File: src/rtl/crc_frame_tx.sv
// crc_frame_tx: captures {data, crc} pairs on the rising edge of crc_done,
// buffers them in a small FIFO and serialises each frame MSB-first over a
// valid/ready interface with start/end-of-frame markers.
module crc_frame_tx #(
  parameter int unsigned DATA_W     = 3,
  parameter int unsigned CRC_W      = 4,
  parameter int unsigned FIFO_DEPTH = 2
) (
  input  logic                            i_clk,
  input  logic                            i_rst,
  input  logic [DATA_W-1:0]               i_data,
  input  logic [CRC_W-1:0]                i_crc_code,
  input  logic                            i_crc_done,
  input  logic                            i_tx_ready,
  output logic                            o_tx_bit,
  output logic                            o_tx_valid,
  output logic                            o_tx_sof,
  output logic                            o_tx_eof,
  output logic                            o_overflow,
  output logic [$clog2(FIFO_DEPTH):0]     o_fifo_count
);

  localparam int unsigned FrameW = DATA_W + CRC_W;
  localparam int unsigned PtrW   = $clog2(FIFO_DEPTH);
  localparam int unsigned CntW   = PtrW + 1;
  localparam int unsigned BitW   = $clog2(FrameW);

  typedef enum logic [0:0] {StIdle, StShift} state_e;

  state_e              state_q, state_d;
  logic                done_q, done_d;
  logic [FrameW-1:0]   mem_q [FIFO_DEPTH];
  logic [FrameW-1:0]   mem_d [FIFO_DEPTH];
  logic [PtrW-1:0]     wr_ptr_q, wr_ptr_d;
  logic [PtrW-1:0]     rd_ptr_q, rd_ptr_d;
  logic [CntW-1:0]     count_q, count_d;
  logic [FrameW-1:0]   shreg_q, shreg_d;
  logic [BitW-1:0]     bit_cnt_q, bit_cnt_d;
  logic                overflow_q, overflow_d;

  logic push_req;
  logic push;
  logic pop;
  logic fifo_empty;
  logic fifo_full;
  logic last_bit;
  logic xfer;

  assign push_req   = i_crc_done & ~done_q;
  assign fifo_empty = (count_q == '0);
  assign fifo_full  = (count_q == CntW'(FIFO_DEPTH));
  assign last_bit   = (bit_cnt_q == BitW'(FrameW - 1));
  assign xfer       = (state_q == StShift) & i_tx_ready;

  // Pop from the FIFO when idle with work waiting, or to reload the shifter
  // on the last accepted bit so back-to-back frames leave no gap.
  always_comb begin
    pop = 1'b0;
    if (!fifo_empty) begin
      if (state_q == StIdle) begin
        pop = 1'b1;
      end else if (xfer && last_bit) begin
        pop = 1'b1;
      end
    end
  end

  // A full FIFO still accepts a push when a pop frees the slot this cycle.
  always_comb begin
    push       = push_req & (~fifo_full | pop);
    overflow_d = push_req & fifo_full & ~pop;
    done_d     = i_crc_done;
  end

  // FIFO storage, pointers and occupancy.
  always_comb begin
    mem_d    = mem_q;
    wr_ptr_d = wr_ptr_q;
    rd_ptr_d = rd_ptr_q;
    count_d  = count_q;
    if (push) begin
      mem_d[wr_ptr_q] = {i_data, i_crc_code};
      wr_ptr_d        = wr_ptr_q + PtrW'(1);
    end
    if (pop) begin
      rd_ptr_d = rd_ptr_q + PtrW'(1);
    end
    unique case ({push, pop})
      2'b10:   count_d = count_q + CntW'(1);
      2'b01:   count_d = count_q - CntW'(1);
      default: count_d = count_q;
    endcase
  end

  // Shift register and bit counter; both hold while the sink stalls.
  always_comb begin
    shreg_d   = shreg_q;
    bit_cnt_d = bit_cnt_q;
    if (pop) begin
      shreg_d   = mem_q[rd_ptr_q];
      bit_cnt_d = '0;
    end else if (xfer && !last_bit) begin
      shreg_d   = {shreg_q[FrameW-2:0], 1'b0};
      bit_cnt_d = bit_cnt_q + BitW'(1);
    end
  end

  // Next-state logic.
  always_comb begin
    state_d = state_q;
    case (state_q)
      StIdle: begin
        if (!fifo_empty) state_d = StShift;
      end
      StShift: begin
        if (xfer && last_bit && fifo_empty) state_d = StIdle;
      end
      default: state_d = StIdle;
    endcase
  end

  // State and datapath registers with synchronous reset.
  always_ff @(posedge i_clk) begin
    if (i_rst) begin
      state_q    <= StIdle;
      done_q     <= 1'b0;
      wr_ptr_q   <= '0;
      rd_ptr_q   <= '0;
      count_q    <= '0;
      shreg_q    <= '0;
      bit_cnt_q  <= '0;
      overflow_q <= 1'b0;
    end else begin
      state_q    <= state_d;
      done_q     <= done_d;
      wr_ptr_q   <= wr_ptr_d;
      rd_ptr_q   <= rd_ptr_d;
      count_q    <= count_d;
      shreg_q    <= shreg_d;
      bit_cnt_q  <= bit_cnt_d;
      overflow_q <= overflow_d;
    end
  end

  // Frame storage needs no reset; occupancy tracking guards every read.
  always_ff @(posedge i_clk) begin
    mem_q <= mem_d;
  end

  // Outputs decode registered state only, so i_tx_ready never reaches them.
  always_comb begin
    o_tx_valid   = (state_q == StShift);
    o_tx_bit     = o_tx_valid & shreg_q[FrameW-1];
    o_tx_sof     = o_tx_valid & (bit_cnt_q == '0);
    o_tx_eof     = o_tx_valid & last_bit;
    o_overflow   = overflow_q;
    o_fifo_count = count_q;
  end

endmodule

File: config.mk
export PLATFORM = sky130hd
export DESIGN_NAME = crc_frame_tx
export DESIGN_NICKNAME = d
export VERILOG_FILES = /design/src/rtl/crc_frame_tx.sv
export SDC_FILE = /design/constraint.sdc
export NUM_CORES = 1
export LEC_CHECK = 0
export ABC_AREA = 1
export BUFFER_PORTS_ARGS = -buffer_cell sky130_fd_sc_hd__buf_2
export CORE_MARGIN = 10
export CORE_UTILIZATION = 45
export DETAILED_ROUTE_END_ITERATION = 10
export PLACE_DENSITY = 0.73
export SYNTH_ARGS = -nofsm -noshare
export SYNTH_HDL_FRONTEND = slang
export SYNTH_SLANG_ARGS = --single-unit
File: constraint.sdc
create_clock -name i_clk -period 1.8 [get_ports i_clk]
set_input_delay 0.54 -clock i_clk [delete_from_list [all_inputs] [get_ports i_clk]]
set_output_delay 0.54 -clock i_clk [all_outputs]
set_load 0.05 [all_outputs]
==> impl_metrics.sql, run 1 <==
INSERT INTO impl_metrics (metric_group, metric, value, unit) VALUES
('outcome', 'outcome', 'finished, final reports clean', ''),
('sta', 'period_needed', '1.76', 'ns'),
('sta', 'setup-tns-final', '0', 'ns'),
('placement', 'port_buffers', '17', ''),
('synth', 'synthDistinctLibCells', '21', ''),
('floorplan', 'io-pin-count', '18', ''),
('cells_and_area', 'antenna-diode-count', '0', ''),
('clock_network', 'cts_hold_repair.buffers', '0', ''),
('global_route', 'maximum_number_of_pins_on_one_net_before_global_route_repair', '16', ''),
('sta', 'period_share', '97.7', '%'),
('synth', 'yosys_warnings', '0', ''),
('clock_network', 'clock_tree.root_cell', 'sky130_fd_sc_hd__clkbuf_4', ''),
('synth', 'netlist.area_leader.share', '28.8', '%'),
('global_route', 'number_of_antenna_violations_at_the_first_check_in_global_routing', '0', ''),
('sta', 'tightestPinTransition', '0.299', 'ns'),
('synth', 'syn_area_per_cell', '8.40', 'um^2'),
('cells_and_area', 'area.growth.synth_to_final', '21.4', '%'),
('sta', 'maxSlewHeadroom', '80.0', '%'),
('synth', 'synth-seq-cells', '31', ''),
('floorplan', 'floorplan.die.height', '77.0', 'um'),
('sta', 'setup_viol', '0', ''),
('placement', 'place_congestion', '0.822', ''),
('synth', 'syn_inst', '174', ''),
('floorplan', 'fp-row-count', '20', ''),
('cells_and_area', 'mostFrequentLayoutCells', '47 x sky130_fd_sc_hd__nand2_1, 25 x sky130_fd_sc_hd__nand3_1, 23 x sky130_fd_sc_hd__inv_1, 15 x sky130_fd_sc_hd__buf_2, 14 x sky130_fd_sc_hd__edfxtp_1', ''),
('clock_network', 'clock_tree.buffer_depth', '2', ''),
('drt', 'route.detailed.vias_per_inst', '4.65', ''),
('drt', 'drt_first_pass_iters', '4', ''),
('global_route', 'grt_use_met2', '14.7', '%'),
('sta', 'timing.final.hold_violations', '0', ''),
('sta', 'final-max-slew-violation-count', '0', ''),
('sta', 'fin_worst_skew', '0.0135', 'ns'),
('drt', 'detailroute.via_count', '1140', ''),
('global_route', 'groute.usage.overall', '8.85', '%'),
('clock_network', 'cts_tree', 'yes', ''),
('global_route', 'grt.met3_usage', '3.85', '%'),
('clock_network', 'clock_sink_count', '31', ''),
('power_and_ir_drop', 'irDropWorstVdd', '0.000819', 'V'),
('clock_network', 'clkTransAtPathRegs', '0.10', 'ns'),
('global_route', 'grt_overflow', '0', ''),
('drt', 'detailedRoute.firstIterationViolations', '78', ''),
('floorplan', 'initial_core_util', '47.5', '%'),
('power_and_ir_drop', 'powerDensity', '1490', 'nW/um^2'),
('power_and_ir_drop', 'design_power_total', '2640', 'uW'),
('drt', 'remaining_drc_errors', '0', ''),
('sta', 'holdWs', '0.391', 'ns'),
('drt', 'wl_per_cell', '10.8', 'um'),
('clock_network', 'cts_buffers', '5', ''),
('setup_path', 'crit_type', 'reg2out', ''),
('synth', 'syn-cell-area', '1460', 'um^2'),
('cells_and_area', 'finalNetCount', '215', ''),
('synth', 'synth_async_sr_flop_share', '0', '%'),
('hold_path', 'holdCritPathClass', 'in2reg', ''),
('synth', 'synth.area.top_cells', 'sky130_fd_sc_hd__edfxtp_1 29%, sky130_fd_sc_hd__dfxtp_1 23%, sky130_fd_sc_hd__nand2_1 12%', ''),
('floorplan', 'die-area', '5930', 'um^2'),
('drt', 'postRouteAntennaNets', '0', ''),
('run', 'maxCapViolCount', '0', ''),
('synth', 'postSynthNetCount', '189', ''),
('sta', 'final.setup.worst_slack', '0.0414', 'ns'),
('power_and_ir_drop', 'power.static_leakage', '0.000843', 'uW'),
('clock_network', 'worst_skew_pair_later_pin_latency', '0.33', 'ns'),
('sta', 'fmax', '569', 'MHz'),
('setup_path', 'path_max_fanout', '4', ''),
('setup_path', 'startpoint_type', 'register', ''),
('setup_path', 'timing.critical_path.arrival', '1.22', 'ns'),
('clock_network', 'cts.htree.levels', '2', ''),
('cells_and_area', 'fraction_of_final_layout_cells_sized_beyond_drive_strength_1', '26.9', '%'),
('setup_path', 'sort_of_element_at_the_end_of_the_critical_path', 'output pin', ''),
('placement', 'pre_cts_slack', '0.0759', 'ns'),
('synth', 'synth.yosys.seq_area_share', '52.1', '%'),
('global_route', 'globalRoute.busiestLayer', 'met2', '');
-- state kept, by name, indices dropped and copies added, names as in the netlist --
register / flops
bit_cnt_q: 3
done_q: 1
mem_q: 14
o_fifo_count: 2
o_overflow: 1
o_tx_valid: 1
rd_ptr_q: 1
shreg_q: 7
wr_ptr_q: 1
-- worst paths after layout --
path / startpoint / endpoint / slack, ns / cells past startpoint
min reg2reg: done_q$_SDFF_PP0_ / o_overflow$_SDFF_PP0_ / 0.44 / 1
max: bit_cnt_q[1]$_SDFFE_PP0P_ / o_tx_sof / 0.04 / 5
max reg2reg: bit_cnt_q[0]$_SDFFE_PP0P_ / o_fifo_count[1]$_SDFFE_PP0P_ / 0.12 / 12
min: i_data[1] / mem_q[5]$_DFFE_PP_ / 0.39 / 1
-- cell families (layout without fill, tap and decap cells) --
kind of cell	Yosys count	after routing	share of synthesized area, %
DFF	31	31	52.1
adders and majority gates	4	4	3.42
AOI/OAI and AO/OA	14	14	5.05
xor gates and xnor gates	2	2	1.20
buffers and inverters	33	60	9.59
and+or+nand+nor	90	90	28.7
-- cell type report --
cell class                 count  area (um^2)  share of cell area, %
sequential                    31          769                   43.4
multi-input combinational    110          608                   34.3
timing repair buffer          24          158                   8.89
inverter                      28          108                   6.06
tap                           44         55.1                   3.10
clock inverter                 3         38.8                   2.19
clock buffer                   5         37.5                   2.12
-- timing repair --
item / CTS / global route
setup buffers: 1 / 0
pin swaps: 1 / 3
setup endpoints to repair: 2 / 3
gates resized for setup: 9 / 12
-- power breakdown --
group | internal (uW) | switching (uW) | total, uW
registers | 893 | 112 | 1000
logic | 379 | 737 | 1120
clock network | 285 | 234 | 519
-- critical path, stage by stage, from the launching register on --
cell	delay, ns
sky130_fd_sc_hd__dfxtp_4	0.38
sky130_fd_sc_hd__inv_2	0.06
sky130_fd_sc_hd__ha_4	0.11
sky130_fd_sc_hd__nand2_2	0.06
sky130_fd_sc_hd__nor2_4	0.12
sky130_fd_sc_hd__buf_8	0.15
-- stage by stage --
step	util (%)	area, um^2	cells
2_1_floorplan	-	1480	174
3_3_place_gp	52.9	1630	236
3_5_place_dp	52.9	1630	236
4_1_cts	56.4	1740	245
5_1_grt	57.6	1770	245
6_report	57.6	1770	245
-- layer usage --
layer  vias up  part of all wire (%)
li1        604                     -
met1       504                    45
met2        28                    49
met3         4                   5.2
met4         0                   1.1
met5         -                     0
-- Yosys cell counts (2+ instances only) --
cell                        n
sky130_fd_sc_hd__nand2_1   48
sky130_fd_sc_hd__inv_2      2
sky130_fd_sc_hd__dfxtp_1   17
sky130_fd_sc_hd__o21ai_0    2
sky130_fd_sc_hd__inv_1     26
sky130_fd_sc_hd__nand2_2    4
sky130_fd_sc_hd__nor2_1     9
sky130_fd_sc_hd__nand3_1   25
sky130_fd_sc_hd__buf_4      2
sky130_fd_sc_hd__xor2_1     2
sky130_fd_sc_hd__edfxtp_1  14
sky130_fd_sc_hd__ha_1       4
sky130_fd_sc_hd__a21oi_1   11
Note: power is estimated with default switching activity, not from simulation.
==> run 2: changes to the inputs <==
--- a/config.mk
+++ b/config.mk
@@ -6,7 +6,7 @@
 export NUM_CORES = 1
 export LEC_CHECK = 0
 export ABC_AREA = 1
-export BUFFER_PORTS_ARGS = -buffer_cell sky130_fd_sc_hd__buf_2
+export BUFFER_PORTS_ARGS = -buffer_cell sky130_fd_sc_hd__clkbuf_2
 export CORE_MARGIN = 10
 export CORE_UTILIZATION = 45
 export DETAILED_ROUTE_END_ITERATION = 10
==> impl_metrics.sql, run 2 (synthesized netlist as in run 1, its figures left out) <==
INSERT INTO impl_metrics (metric_group, metric, value, unit) VALUES
('clock_network', 'clock_sink_count', '31', ''),
('drt', 'postRouteAntennaNets', '0', ''),
('sta', 'period_needed', '1.76', 'ns'),
('power_and_ir_drop', 'power.static_leakage', '0.000842', 'uW'),
('floorplan', 'fp-row-count', '20', ''),
('floorplan', 'floorplan.die.height', '77.0', 'um'),
('cells_and_area', 'mostFrequentLayoutCells', '47 x sky130_fd_sc_hd__nand2_1, 24 x sky130_fd_sc_hd__inv_1, 24 x sky130_fd_sc_hd__nand3_1, 15 x sky130_fd_sc_hd__clkbuf_2, 14 x sky130_fd_sc_hd__edfxtp_1', ''),
('sta', 'fin_worst_skew', '0.0137', 'ns'),
('drt', 'detailedRoute.firstIterationViolations', '91', ''),
('cells_and_area', 'largest_registers', 'mem_q (14), shreg_q (7), bit_cnt_q (3)', ''),
('global_route', 'grt.met1_usage', '10.8', '%'),
('floorplan', 'die_width', '77.0', 'um'),
('sta', 'period_share', '97.6', '%'),
('floorplan', 'initial_core_util', '47.5', '%'),
('global_route', 'grt_overflow', '0', ''),
('outcome', 'outcome', 'finished, final reports clean', ''),
('sta', 'setup-tns-final', '0', 'ns'),
('clock_network', 'worst_skew_pair_later_pin_latency', '0.32', 'ns'),
('cells_and_area', 'final_cell_count_no_fill', '246', ''),
('global_route', 'number_of_antenna_violations_at_the_first_check_in_global_routing', '0', ''),
('placement', 'placed_cells_incl_taps', '236', ''),
('clock_network', 'clkTransAtPathRegs', '0.10', 'ns'),
('drt', 'remaining_drc_errors', '0', ''),
('sta', 'final.setup.worst_slack', '0.0429', 'ns'),
('global_route', 'groute.usage.overall', '9.26', '%'),
('global_route', 'grt_use_met2', '14.8', '%'),
('drt', 'detailed_route_wire_length', '2700', 'um'),
('clock_network', 'cts.htree.levels', '2', ''),
('run', 'maxCapViolCount', '0', ''),
('sta', 'fmax', '569', 'MHz'),
('power_and_ir_drop', 'irDropWorstVdd', '0.000657', 'V'),
('placement', 'dpl-instance-area', '1630', 'um^2'),
('drt', 'wl_per_cell', '11.0', 'um'),
('cells_and_area', 'area.growth.synth_to_final', '21.1', '%'),
('placement', 'pre_cts_slack', '0.0598', 'ns'),
('setup_path', 'timing.critical_path.arrival', '1.22', 'ns'),
('floorplan', 'io-pin-count', '18', ''),
('clock_network', 'cts_buffers', '5', ''),
('cells_and_area', 'largest_reg_flops', '14', ''),
('placement', 'port_buffers', '17', ''),
('drt', 'drt_first_pass_iters', '5', ''),
('cells_and_area', 'fraction_of_final_layout_cells_sized_beyond_drive_strength_1', '27.2', '%'),
('placement', 'place_congestion', '0.781', ''),
('global_route', 'via_count_of_the_first_global_routing_pass', '1020', ''),
('sta', 'setup_viol', '0', ''),
('clock_network', 'clock_tree.buffer_depth', '2', ''),
('sta', 'holdWs', '0.400', 'ns'),
('sta', 'maxSlewHeadroom', '80.9', '%'),
('sta', 'tightestPinTransition', '0.286', 'ns'),
('placement', 'detailedPlacementHpwl', '1860', 'um'),
('setup_path', 'sort_of_element_at_the_end_of_the_critical_path', 'output pin', ''),
('setup_path', 'startpoint_type', 'register', ''),
('cells_and_area', 'finalNetCount', '216', ''),
('sta', 'grt_setup_unrepaired', 'true', ''),
('drt', 'route.detailed.vias_per_inst', '4.61', ''),
('setup_path', 'path_max_fanout', '3', ''),
('sta', 'final-max-slew-violation-count', '0', ''),
('setup_path', 'crit_type', 'reg2out', ''),
('clock_network', 'clock_tree.root_cell', 'sky130_fd_sc_hd__clkbuf_4', ''),
('sta', 'timing.final.hold_violations', '0', ''),
('global_route', 'maximum_number_of_pins_on_one_net_before_global_route_repair', '16', ''),
('cells_and_area', 'registers.top_by_ff_count', 'mem_q', ''),
('cells_and_area', 'layout.cells.most_common', 'sky130_fd_sc_hd__nand2_1', ''),
('global_route', 'grt_pass1_wl', '4530', 'um'),
('floorplan', 'die-area', '5930', 'um^2'),
('cells_and_area', 'postLayoutCellArea', '1770', 'um^2'),
('setup_path', 'required', '1.26', 'ns'),
('global_route', 'globalRoute.busiestLayer', 'met2', ''),
('power_and_ir_drop', 'powerDensity', '1440', 'nW/um^2'),
('global_route', 'grt.met3_usage', '3.85', '%'),
('cells_and_area', 'antenna-diode-count', '0', ''),
('clock_network', 'cts_tree', 'yes', ''),
('drt', 'detailroute.via_count', '1133', ''),
('floorplan', 'floorplan.core_area', '3080', 'um^2'),
('hold_path', 'holdCritPathClass', 'in2reg', '');
==> run 2: changes by cell type in the layout (fill, tap and decap cells not counted), sizes merged <==
cell / change
buf: -14
bufinv: -1
clkbuf: +17
clkinv: -1
==> run 2: what timing repair did <==
item,CTS,global route
pin swaps,1,2
setup buffers,1,1
setup endpoints to repair,2,3
hold buffers,0,0
gates resized for setup,11,10
==> run 2: per-layer routing <==
layer	routed length [um]	share of wire [%]	vias to the layer above
met3	109	4.0	4
met4	36	1.3	0
li1	-	-	607
met1	1240	46	501
met2	1320	49	21
met5	0	0	-
==> run 2: critical path, cell delays in order (launching register included) <==
cell,delay [ns]
sky130_fd_sc_hd__dfxtp_2,0.35
sky130_fd_sc_hd__inv_4,0.07
sky130_fd_sc_hd__ha_4,0.16
sky130_fd_sc_hd__nand2_4,0.07
sky130_fd_sc_hd__nor2_4,0.10
sky130_fd_sc_hd__buf_8,0.15
==> run 2: metrics by stage <==
step                utilization [%]  power, uW
floorplan                         -       1880
global placement               52.9       2070
detailed placement             52.9       2080
CTS                            56.4       2530
global route                   57.5       2740
finish                         57.5       2540
==> run 2: where the power goes <==
part / switching (uW) / internal (uW) / total, uW
combinational: 740 / 376 / 1120
clock: 227 / 189 / 416
sequential: 117 / 893 / 1010
total: 1080 / 1460 / 2540
==> run 2: path summary, 6_finish.rpt <==
kind	endpoint	cells past startpoint	slack (ns)	from
worst min-delay path	mem_q[12]$_DFFE_PP_	1	0.40	i_data[1]
worst max-delay path	o_tx_eof	5	0.04	bit_cnt_q[0]$_SDFFE_PP0P_
worst min register to register	o_overflow$_SDFF_PP0_	1	0.43	done_q$_SDFF_PP0_
worst max register to register	o_fifo_count[1]$_SDFFE_PP0P_	10	0.18	bit_cnt_q[0]$_SDFFE_PP0P_
==> run 2: cell type report <==
class / count / area (um^2)
clock buffers: 7 / 55.1
clock inverters: 1 / 5.00
fillers: 284 / 1310
inverters: 28 / 108
multi-input cells: 110 / 613
flip-flops and latches: 31 / 769
well taps: 44 / 55.1
repair buffers: 25 / 165
